## src/rtl/mdu_pkg.sv

```systemverilog
// Shared definitions for the multiply/divide unit: operation codes, FSM states,
// constants and the ALU-control funct encodings that select the unit.
package mdu_pkg;

    localparam int MDU_WIDTH = 32;

    typedef enum logic [2:0] {
        OP_MULT  = 3'd0,
        OP_MULTU = 3'd1,
        OP_DIV   = 3'd2,
        OP_DIVU  = 3'd3,
        OP_MTHI  = 3'd4,
        OP_MTLO  = 3'd5,
        OP_RSVD  = 3'd6,
        OP_NOP   = 3'd7
    } mdu_op_e;

    typedef enum logic [1:0] {
        ST_IDLE = 2'd0,
        ST_CALC = 2'd1,
        ST_FIX  = 2'd2
    } mdu_state_e;

    // Quotient reported for any divide by zero.
    localparam logic [MDU_WIDTH-1:0] DIV0_LO = '1;

    // R-type funct codes decoded by ALU control into mdu_op.
    localparam logic [5:0] FUNCT_MTHI  = 6'h11;
    localparam logic [5:0] FUNCT_MTLO  = 6'h13;
    localparam logic [5:0] FUNCT_MULT  = 6'h18;
    localparam logic [5:0] FUNCT_MULTU = 6'h19;
    localparam logic [5:0] FUNCT_DIV   = 6'h1A;
    localparam logic [5:0] FUNCT_DIVU  = 6'h1B;

endpackage

```

## src/rtl/mdu_if.sv

```systemverilog
// Request/result bundle between ALU control, the pipeline and the multiply/divide unit.
interface mdu_if #(parameter int WIDTH = 32) ();
    logic             start;
    logic [2:0]       mdu_op;
    logic [WIDTH-1:0] a;
    logic [WIDTH-1:0] b;
    logic             busy;
    logic             done;
    logic [WIDTH-1:0] hi;
    logic [WIDTH-1:0] lo;

    modport master (output start, mdu_op, a, b, input busy, done, hi, lo);
    modport slave  (input start, mdu_op, a, b, output busy, done, hi, lo);
endinterface

```

## src/rtl/mdu_sign_fix.sv

```systemverilog
// Two-lane conditional two's-complement negation. With chain=1 the lanes form one
// 2*WIDTH value {in_hi,in_lo} and neg_hi must equal neg_lo.
module mdu_sign_fix #(
    parameter int WIDTH = 32
) (
    input  logic [WIDTH-1:0] in_hi,
    input  logic [WIDTH-1:0] in_lo,
    input  logic             neg_hi,
    input  logic             neg_lo,
    input  logic             chain,
    output logic [WIDTH-1:0] out_hi,
    output logic [WIDTH-1:0] out_lo
);
    localparam logic [WIDTH:0] ONE_W1 = 1;

    logic [WIDTH:0]   lo_neg;
    logic             hi_cin;
    logic [WIDTH-1:0] hi_neg;

    always_comb begin
        lo_neg = {1'b0, ~in_lo} + ONE_W1;
        // In chained mode the +1 only ripples into the upper lane when the lower lane is zero.
        hi_cin = chain ? lo_neg[WIDTH] : 1'b1;
        hi_neg = ~in_hi + {{(WIDTH-1){1'b0}}, hi_cin};
        out_lo = neg_lo ? lo_neg[WIDTH-1:0] : in_lo;
        out_hi = neg_hi ? hi_neg : in_hi;
    end
endmodule

```

## src/rtl/mult_div_unit.sv

```systemverilog
// Iterative radix-2 multiply/divide unit with architectural HI/LO registers:
// one accept cycle, WIDTH iteration cycles, one sign-fix/writeback cycle.
module mult_div_unit
    import mdu_pkg::*;
#(
    parameter int WIDTH = MDU_WIDTH
) (
    input logic  clk,
    input logic  rst,
    mdu_if.slave bus
);
    localparam int CW = $clog2(WIDTH) + 1;
    localparam logic [CW-1:0] LAST_ITER = CW'(WIDTH - 1);

    mdu_state_e         state_reg, state_next;
    logic [CW-1:0]      cnt_reg;
    logic               busy_reg, done_reg;
    logic [WIDTH-1:0]   hi_reg, lo_reg;
    logic [2*WIDTH-1:0] acc_reg;
    logic [WIDTH:0]     rem_reg;
    logic [WIDTH-1:0]   opnd_reg;
    logic               is_div_reg, neg_res_reg, neg_rem_reg, div0_reg;

    mdu_op_e          op;
    logic             calc_op, signed_op, div_op;
    logic             accept, mt_hi, mt_lo;
    logic [WIDTH-1:0] mag_a, mag_b, fix_hi, fix_lo;
    logic [WIDTH:0]   mul_sum;
    logic [WIDTH+1:0] div_shift, div_diff;

    assign op = mdu_op_e'(bus.mdu_op);

    always_comb begin
        calc_op   = (op == OP_MULT) || (op == OP_MULTU) || (op == OP_DIV) || (op == OP_DIVU);
        signed_op = (op == OP_MULT) || (op == OP_DIV);
        div_op    = (op == OP_DIV) || (op == OP_DIVU);
    end

    mdu_sign_fix #(.WIDTH(WIDTH)) u_in_fix (
        .in_hi  (bus.a),
        .in_lo  (bus.b),
        .neg_hi (signed_op & bus.a[WIDTH-1]),
        .neg_lo (signed_op & bus.b[WIDTH-1]),
        .chain  (1'b0),
        .out_hi (mag_a),
        .out_lo (mag_b)
    );

    // Multiply negates the whole product; divide negates quotient and remainder independently.
    mdu_sign_fix #(.WIDTH(WIDTH)) u_out_fix (
        .in_hi  (is_div_reg ? rem_reg[WIDTH-1:0] : acc_reg[2*WIDTH-1:WIDTH]),
        .in_lo  (acc_reg[WIDTH-1:0]),
        .neg_hi (is_div_reg ? neg_rem_reg : neg_res_reg),
        .neg_lo (neg_res_reg),
        .chain  (~is_div_reg),
        .out_hi (fix_hi),
        .out_lo (fix_lo)
    );

    always_comb begin
        state_next = state_reg;
        accept     = 1'b0;
        mt_hi      = 1'b0;
        mt_lo      = 1'b0;
        case (state_reg)
            ST_IDLE: begin
                if (bus.start) begin
                    accept = calc_op;
                    mt_hi  = (op == OP_MTHI);
                    mt_lo  = (op == OP_MTLO);
                    if (calc_op) state_next = ST_CALC;
                end
            end
            ST_CALC: if (cnt_reg == LAST_ITER) state_next = ST_FIX;
            ST_FIX:  state_next = ST_IDLE;
            default: state_next = ST_IDLE;
        endcase
    end

    always_comb begin
        mul_sum   = {1'b0, acc_reg[2*WIDTH-1:WIDTH]} + (acc_reg[0] ? {1'b0, opnd_reg} : '0);
        // The dividend shifts out of the top of the lower accumulator half into the remainder.
        div_shift = {rem_reg, acc_reg[WIDTH-1]};
        div_diff  = div_shift - {2'b00, opnd_reg};
    end

    always_ff @(posedge clk) begin
        if (rst) begin
            state_reg   <= ST_IDLE;
            cnt_reg     <= '0;
            busy_reg    <= 1'b0;
            done_reg    <= 1'b0;
            hi_reg      <= '0;
            lo_reg      <= '0;
            acc_reg     <= '0;
            rem_reg     <= '0;
            opnd_reg    <= '0;
            is_div_reg  <= 1'b0;
            neg_res_reg <= 1'b0;
            neg_rem_reg <= 1'b0;
            div0_reg    <= 1'b0;
        end else begin
            state_reg <= state_next;
            busy_reg  <= (state_next != ST_IDLE);
            done_reg  <= (state_reg == ST_FIX);
            if (accept) begin
                cnt_reg     <= '0;
                rem_reg     <= '0;
                is_div_reg  <= div_op;
                acc_reg     <= {{WIDTH{1'b0}}, (div_op ? mag_a : mag_b)};
                opnd_reg    <= div_op ? mag_b : mag_a;
                neg_res_reg <= signed_op & (bus.a[WIDTH-1] ^ bus.b[WIDTH-1]);
                neg_rem_reg <= signed_op & bus.a[WIDTH-1];
                div0_reg    <= (bus.b == '0);
            end
            if (mt_hi) hi_reg <= bus.a;
            if (mt_lo) lo_reg <= bus.a;
            if (state_reg == ST_CALC) begin
                cnt_reg <= cnt_reg + 1'b1;
                if (!is_div_reg) begin
                    acc_reg <= {mul_sum, acc_reg[WIDTH-1:1]};
                end else if (div_diff[WIDTH+1]) begin
                    rem_reg             <= div_shift[WIDTH:0];
                    acc_reg[WIDTH-1:0]  <= {acc_reg[WIDTH-2:0], 1'b0};
                end else begin
                    rem_reg             <= div_diff[WIDTH:0];
                    acc_reg[WIDTH-1:0]  <= {acc_reg[WIDTH-2:0], 1'b1};
                end
            end
            if (state_reg == ST_FIX) begin
                hi_reg <= fix_hi;
                lo_reg <= (is_div_reg && div0_reg) ? DIV0_LO[WIDTH-1:0] : fix_lo;
            end
        end
    end

    assign bus.busy = busy_reg;
    assign bus.done = done_reg;
    assign bus.hi   = hi_reg;
    assign bus.lo   = lo_reg;
endmodule

```

## src/flat_wrapper.sv

```systemverilog
// flat-port wrapper written by rule: the top's interface ports become plain ports
module mult_div_unit_flat import mdu_pkg::*;
#(
    parameter int WIDTH = MDU_WIDTH
)
  (clk, rst, bus_start, bus_mdu_op, bus_a, bus_b, bus_busy, bus_done, bus_hi, bus_lo);
  mdu_if #(.WIDTH(WIDTH)) bus_i ();
  input logic clk;
  input logic rst;
  input wire logic [$bits(bus_i.start)-1:0] bus_start;
  input wire logic [$bits(bus_i.mdu_op)-1:0] bus_mdu_op;
  input wire logic [$bits(bus_i.a)-1:0] bus_a;
  input wire logic [$bits(bus_i.b)-1:0] bus_b;
  output wire logic [$bits(bus_i.busy)-1:0] bus_busy;
  output wire logic [$bits(bus_i.done)-1:0] bus_done;
  output wire logic [$bits(bus_i.hi)-1:0] bus_hi;
  output wire logic [$bits(bus_i.lo)-1:0] bus_lo;
  assign bus_i.start = bus_start;
  assign bus_i.mdu_op = bus_mdu_op;
  assign bus_i.a = bus_a;
  assign bus_i.b = bus_b;
  assign bus_busy = bus_i.busy;
  assign bus_done = bus_i.done;
  assign bus_hi = bus_i.hi;
  assign bus_lo = bus_i.lo;
  mult_div_unit #(.WIDTH(WIDTH)) u_core (.clk(clk), .rst(rst), .bus(bus_i));
endmodule
```

## config.mk

```make
export PLATFORM = sky130hd
export DESIGN_NAME = mult_div_unit_flat
export DESIGN_NICKNAME = d
export VERILOG_FILES = /design/src/rtl/mdu_pkg.sv /design/src/rtl/mdu_if.sv /design/src/rtl/mdu_sign_fix.sv /design/src/rtl/mult_div_unit.sv /design/src/flat_wrapper.sv
export SDC_FILE = /design/constraint.sdc
export NUM_CORES = 1
export LEC_CHECK = 0
export ABC_AREA = 0
export ABC_CLOCK_PERIOD_IN_PS = 3950
export CAP_MARGIN = 10
export CORE_MARGIN = 1
export CORE_UTILIZATION = 35
export CTS_CLUSTER_DIAMETER = 50
export DETAILED_ROUTE_END_ITERATION = 8
export PLACE_DENSITY_LB_ADDON = 0.1
export SLEW_MARGIN = 20
export SYNTH_ARGS = -nofsm -noshare
export SYNTH_HDL_FRONTEND = slang
export SYNTH_SLANG_ARGS = --single-unit
```

## constraint.sdc

```tcl
create_clock -name clk -period 3.95 [get_ports clk]
set_clock_uncertainty 0.1 [all_clocks]
set_input_delay 0.5925 -clock clk [delete_from_list [all_inputs] [get_ports clk]]
set_output_delay 0.5925 -clock clk [all_outputs]
set_load 0.01 [all_outputs]
```

Word-level counts from Yosys, hierarchy flattened
Index checks and enable logic that the tools add are counted.
{"block": "classes", "n_addsub": 7, "n_eq_ne": 8, "n_mux": 36, "n_bitwise": 8, "n_reduce_logical": 13}
{"op": "two-way mux 32 bit", "n": 15}
{"op": "two-way mux 33 bit", "n": 4}
{"op": "two-way mux 64 bit", "n": 2}
{"op": "inverter 32 bit", "n": 4}
{"op": "adder 32 x 1 -> 32 bit (second input constant)", "n": 2}
{"op": "subtractor 34 x 32 -> 34 bit", "n": 1}
{"op": "adder 32 x 1 -> 33 bit (second input constant)", "n": 1}
{"op": "adder 32 x 33 -> 33 bit", "n": 1}
{"op": "adder 32 x 1 -> 32 bit", "n": 1}
{"op": "logical NOT 32 bit", "n": 1}
{"op": "two-way mux 6 bit", "n": 2}
{"op": "two-way mux 1 bit", "n": 9}
{"op": "nonzero test 2 bit", "n": 4}
{"op": "adder 6 x 1 -> 6 bit (second input constant)", "n": 1}
{"op": "== test 3 x 2 -> 1 bit (second input constant)", "n": 2}
{"op": "== test 3 bit (second input constant)", "n": 2}
{"op": "== test 6 x 5 -> 1 bit (second input constant)", "n": 1}
{"op": "two-way mux 2 bit", "n": 3}
{"op": "logical OR 1 bit", "n": 5}
{"op": "one-hot mux 2 bit (2 select lines)", "n": 1}
{"op": "AND 1 bit", "n": 3}
{"op": "== test 3 x 1 -> 1 bit (second input constant)", "n": 1}
{"op": "logical NOT 3 bit", "n": 1}
{"op": "== test 2 x 1 -> 1 bit (second input constant)", "n": 1}
{"op": "other kinds (4)", "n": 4}
{"block": "totals", "reg_bits": 207}

Depth between registers and ports, before layout
{"block": "logic_depth", "ltp_word": 9, "ltp_mapped": 17, "ltp_nobuf": 16}

By module
From an unflattened synthesis, not the netlist that was laid out.
{"block": "unflattened", "hier_cells": 2136, "hier_area_um2": 16201.8}
{"mod": "mult_div_unit", "n_inst": 1, "cells_each": 1710, "area_each_um2": 13203.9, "seq_area_each_um2": 4144.0}
{"mod": "mdu_sign_fix", "n_inst": 2, "cells_each": 213, "area_each_um2": 1498.9, "seq_area_each_um2": 0.0}

Least setup slack after synthesis
Ideal clock, no wire load.
{"block": "synth_timing", "path_kind": "reg-to-reg", "startpoint": "register u_core.acc_reg[0]", "endpoint": "register u_core.hi_reg[30] (netlist: u_core.bus.hi[30])", "setup_ps": 79, "arrival_ps": 4174, "slack_ps": -403, "path_stages_with_launch": 18, "path_buffers": 1, "synth_period_minus_slack_ps": 4353, "path_cell_list": "dfxtp_1 -> inv_1 -> buf_1 -> ha_1 -> nand3_1 -> or4_1 -> or3_1 -> o21bai_1 -> ha_1 -> ha_1 -> o221ai_2 -> or4_4 -> nor4_4 -> nor3b_2 -> a31oi_1 -> xnor2_1 -> nor2_1 -> a211oi_2"}
{"block": "synth_via", "elab_chain_cells": 6}
{"element": "from (decl)", "line": "mult_div_unit.sv:19", "text": "logic [2*WIDTH-1:0] acc_reg;"}
{"element": "from (signal assigned)", "line": "mult_div_unit.sv:110", "text": "acc_reg <= {{WIDTH{1'b0}}, (div_op ? mag_a : mag_b)};"}
{"element": "from (signal assigned)", "line": "mult_div_unit.sv:121", "text": "acc_reg <= {mul_sum, acc_reg[WIDTH-1:1]};"}
{"element": "from (signal, indexed assignment)", "line": "mult_div_unit.sv:124", "text": "acc_reg[WIDTH-1:0] <= {acc_reg[WIDTH-2:0], 1'b0};"}
{"element": "inverter 32 bit", "line": "mdu_sign_fix.sv:21", "text": "lo_neg = {1'b0, ~in_lo} + ONE_W1;"}
{"element": "adder 32 x 1 -> 33 bit", "line": "mdu_sign_fix.sv:21"}
{"element": "two-way mux 1 bit", "line": "mdu_sign_fix.sv:23", "text": "hi_cin = chain ? lo_neg[WIDTH] : 1'b1;"}
{"element": "adder 32 x 1 -> 32 bit", "line": "mdu_sign_fix.sv:24", "text": "hi_neg = ~in_hi + {{(WIDTH-1){1'b0}}, hi_cin};"}
{"element": "two-way mux 32 bit", "line": "mdu_sign_fix.sv:26", "text": "out_hi = neg_hi ? hi_neg : in_hi;"}
{"element": "two-way mux 32 bit", "line": "mult_div_unit.sv:130", "text": "if (state_reg == ST_FIX) begin"}
{"element": "to (signal assigned)", "line": "mult_div_unit.sv:116", "text": "if (mt_hi) hi_reg <= bus.a;"}
{"element": "to (signal assigned)", "line": "mult_div_unit.sv:131", "text": "hi_reg <= fix_hi;"}
{"element": "to (decl)", "line": "mult_div_unit.sv:18", "text": "logic [WIDTH-1:0] hi_reg, lo_reg;"}
No other way between the ends.
A chain may end at the register's enable or synchronous reset.

Worst setup path after layout
{"block": "layout_timing", "startpoint": "register u_core.acc_reg[7]", "endpoint": "register u_core.hi_reg[28] (netlist: u_core.bus.hi[28])"}
The elaborated chain is that of the path after synthesis.

==> reports/results.ini <==
[run_status]
status = finished, violations left
violations = negative setup slack

[route]
avgViaCountPerCell = 5.77
drt_pass1_iterations = 6
drc = 0
wl_per_cell_um = 21.5
wl_mm = 60.1
dr_wl_met3_mm = 3.47
routed-wl-met2_mm = 27.5
dr.max_layer_used = met4
ant_nets = 0
drt_iter0_markers = 1354
vias = 16200
drt-met1-wl_mm = 27.6

[sta]
maxSlewHeadroom_pct = 29.8
rsz0062_at_grt = yes
final_max_slew_viol_count = 0
period_minus_slack_ps = 4050
setup_violations = 3
setup_ws_ps = -95.1
finalSetupTns_ps = -193
fmax_mhz = 247
tightest_slew_ps = 1050
finalCritPeriodShare_pct = 102
finalHoldViolCount = 0
holdWs_ps = 208

[critical_path]
cp-start-kind = flip-flop
cp-end-kind = flip-flop
required_ps = 4260
cp_top_family = simple AND/OR/NAND/NOR gates
critPathBufInv = 1
path_class = flip-flop to flip-flop
crit_path_max_fanout = 2
cp_slowest_cell = or4_4
slowest_delay_ps = 530
crit_top_cell = or4_4
worstPathCellList = or4_4 > or4_4 > or3_4 > o21bai_4 > ha_4 > ha_4 > o221ai_2 > or4_4 > nor4_4 > nor3b_4 > buf_4 > a31oi_1 > xor2_1 > o22ai_1
arrival_ps = 4350

[synthesis]
synth_edf_count = 0
synth_top_family_by_area = compound AO/OA/AOI/OAI gates
ys.flop_type = dfxtp_1
syn_area_per_cell_um2 = 7.86
muxShareOfSynthArea_pct = 8.66
yosysWarnings = 0
ys_types = 85
syn_inst = 2006
synthAdderAreaFrac_pct = 5.81
synthXorXnorAreaFrac_pct = 9.45
yosysSeqAreaShare_pct = 26.3
synthSimpleGateAreaFrac_pct = 18.2
synth_area_mm2 = 0.0158
async_reset_ff_share_pct = 0
synth_compound_area_share_pct = 26.5
ys_seq_elements = 207
synthesis.nets = 2148

[die]
core_mm2 = 0.0443
dieArea_mm2 = 0.0459
die_x_um = 214
rows = 77
ios = 136
die_y_um = 214
initial_utilization_pct = 35.6

[finish]
antenna_cells = 0
largest_reg_flops = 64
final_util_pct = 44.7
final_cell_mix = dfxtp_1 (206), nor2_1 (205), nand2_1 (154), a21oi_1 (146), buf_4 (141)
stdcell_count = 2799
drive_above_1_share_pct = 12.2
syn_to_final_growth_pct = 25.6
nets = 2323
layout_commonest_cell = dfxtp_1

[clocking]
h-tree-depth = 2
insertion_delay_ps = 560
numCtsBuffers = 38
postCtsSetupRepairBufs = 0
path_clk_slew_ps = 50
cts_tree = done
cts_hold_buffers = 0
root_buffer = clkbuf_16
clk_path_buf_depth = 3
clock-sinks = 207

[global_route]
grt_pass1_vias = 15400
grt_max_degree = 83
antenna_found_initial = 0
grt_overflow = 0
grt_usage_pct = 25.6
grt_pass1_wl_mm = 92.3

[power]
power.total_mw = 7.07
leakage_nw = 7.75
p_per_area_mw_per_mm2 = 357
ir_drop_v = 0.000304

[placement]
io_buffers = 135
place_congestion = 0.938
hpwl_mm = 45.4
dp.cells = 2734

[job]
cap_violations = 0

[min_path]
hold_class = input pin to flip-flop

where the power goes:
| part | internal [mW] | switching, mW |
|---|---|---|
| Combinational | 0.627 | 0.882 |
| Clock | 2.13 | 1.22 |
| Sequential | 2.16 | 0.0488 |
cell usage after synthesis, types with 8 or more instances:
| cell type | number | share of area, % |
|---|---|---|
| a22o_1 | 18 | 1.0 |
| nor2_1 | 207 | 4.9 |
| a32oi_1 | 11 | 0.61 |
| nor4_1 | 12 | 0.48 |
| buf_1 | 13 | 0.31 |
| a31oi_1 | 29 | 1.1 |
| a2111oi_0 | 9 | 0.50 |
| nand3_1 | 39 | 1.2 |
| a21oi_1 | 147 | 4.7 |
| nor3_1 | 60 | 1.9 |
| dfxtp_1 | 207 | 26 |
| o21ai_1 | 25 | 0.79 |
| a221oi_1 | 41 | 2.3 |
| clkbuf_1 | 113 | 2.7 |
| or4_1 | 11 | 0.52 |
| buf_2 | 13 | 0.41 |
| nor2b_1 | 19 | 0.75 |
| nand2b_1 | 25 | 0.99 |
| xnor2_1 | 88 | 4.9 |
| o221ai_1 | 13 | 0.72 |
| and3_1 | 11 | 0.44 |
| or3_1 | 18 | 0.71 |
| a222oi_1 | 19 | 1.2 |
| mux2i_1 | 132 | 8.4 |
| a211oi_1 | 52 | 2.5 |
| o41ai_1 | 10 | 0.56 |
| a21o_1 | 30 | 1.4 |
| inv_1 | 58 | 1.4 |
| xor2_1 | 79 | 4.4 |
| o21ai_0 | 107 | 3.4 |
| ha_1 | 70 | 5.6 |
| nand2_1 | 154 | 3.7 |
| o31ai_1 | 22 | 1.0 |
| nor3b_1 | 8 | 0.38 |
| nand4_1 | 14 | 0.56 |
cell type report:
type	count	area, um2
fill	4526	24500
tap	592	741
timing repair buffer	279	2470
sequential	207	4150
clock inverter	17	189
multi-input combinational	1597	11000
clock buffer	49	1080
inverter	58	218
what timing repair did:
action,CTS,global route
resized for setup,3,6
endpoints found under the setup margin,12,18
hold endpoints to repair,0,0
pin swaps,11,7
routing by layer:
metal  vias up  GRT usage [%]
li1       7789              -
met1      7764           34.7
met2       519           41.6
met3        90           3.63
met4         0           8.05
met5         -              0
logic make-up after synthesis:
logic type,after synthesis
multiplexers,136
flip-flops,207
buffers and inverters,202
adder cells (fa/ha/maj),72
AO/OA/AOI/OAI,612
AND/OR/NAND/NOR,609
XOR/XNOR,168
per-stage QoR:
step           worst slack [ps]  instance area (um2)
5_1_grt                    -239                19800
4_1_cts                    -257                19800
3_5_place_dp               -258                18500
3_3_place_gp               -255                18500
2_1_floorplan             -44.9                15800
6_report                  -95.1                19800
worst reg2reg max path, cell delays in order (launching register included):
cell,delay (ps)
dfxtp_1,310
or4_4,530
or4_4,440
or3_4,360
o21bai_4,200
ha_4,180
ha_4,130
o221ai_2,90
or4_4,480
nor4_4,320
nor3b_4,270
buf_4,140
a31oi_1,90
xor2_1,160
o22ai_1,80
final timing paths:
kind / startpoint / end / slack, ps / depth (start not counted)
worst max-delay path: u_core.acc_reg[7] / u_core.bus.hi[28] / -100 / 14
worst min-delay path: rst / u_core.opnd_reg[27] / 210 / 2
worst max register to register: u_core.acc_reg[7] / u_core.bus.hi[28] / -100 / 14
worst min register to register: u_core.cnt_reg[5] / u_core.cnt_reg[5] / 380 / 2
(Power assumes the default switching activity.)
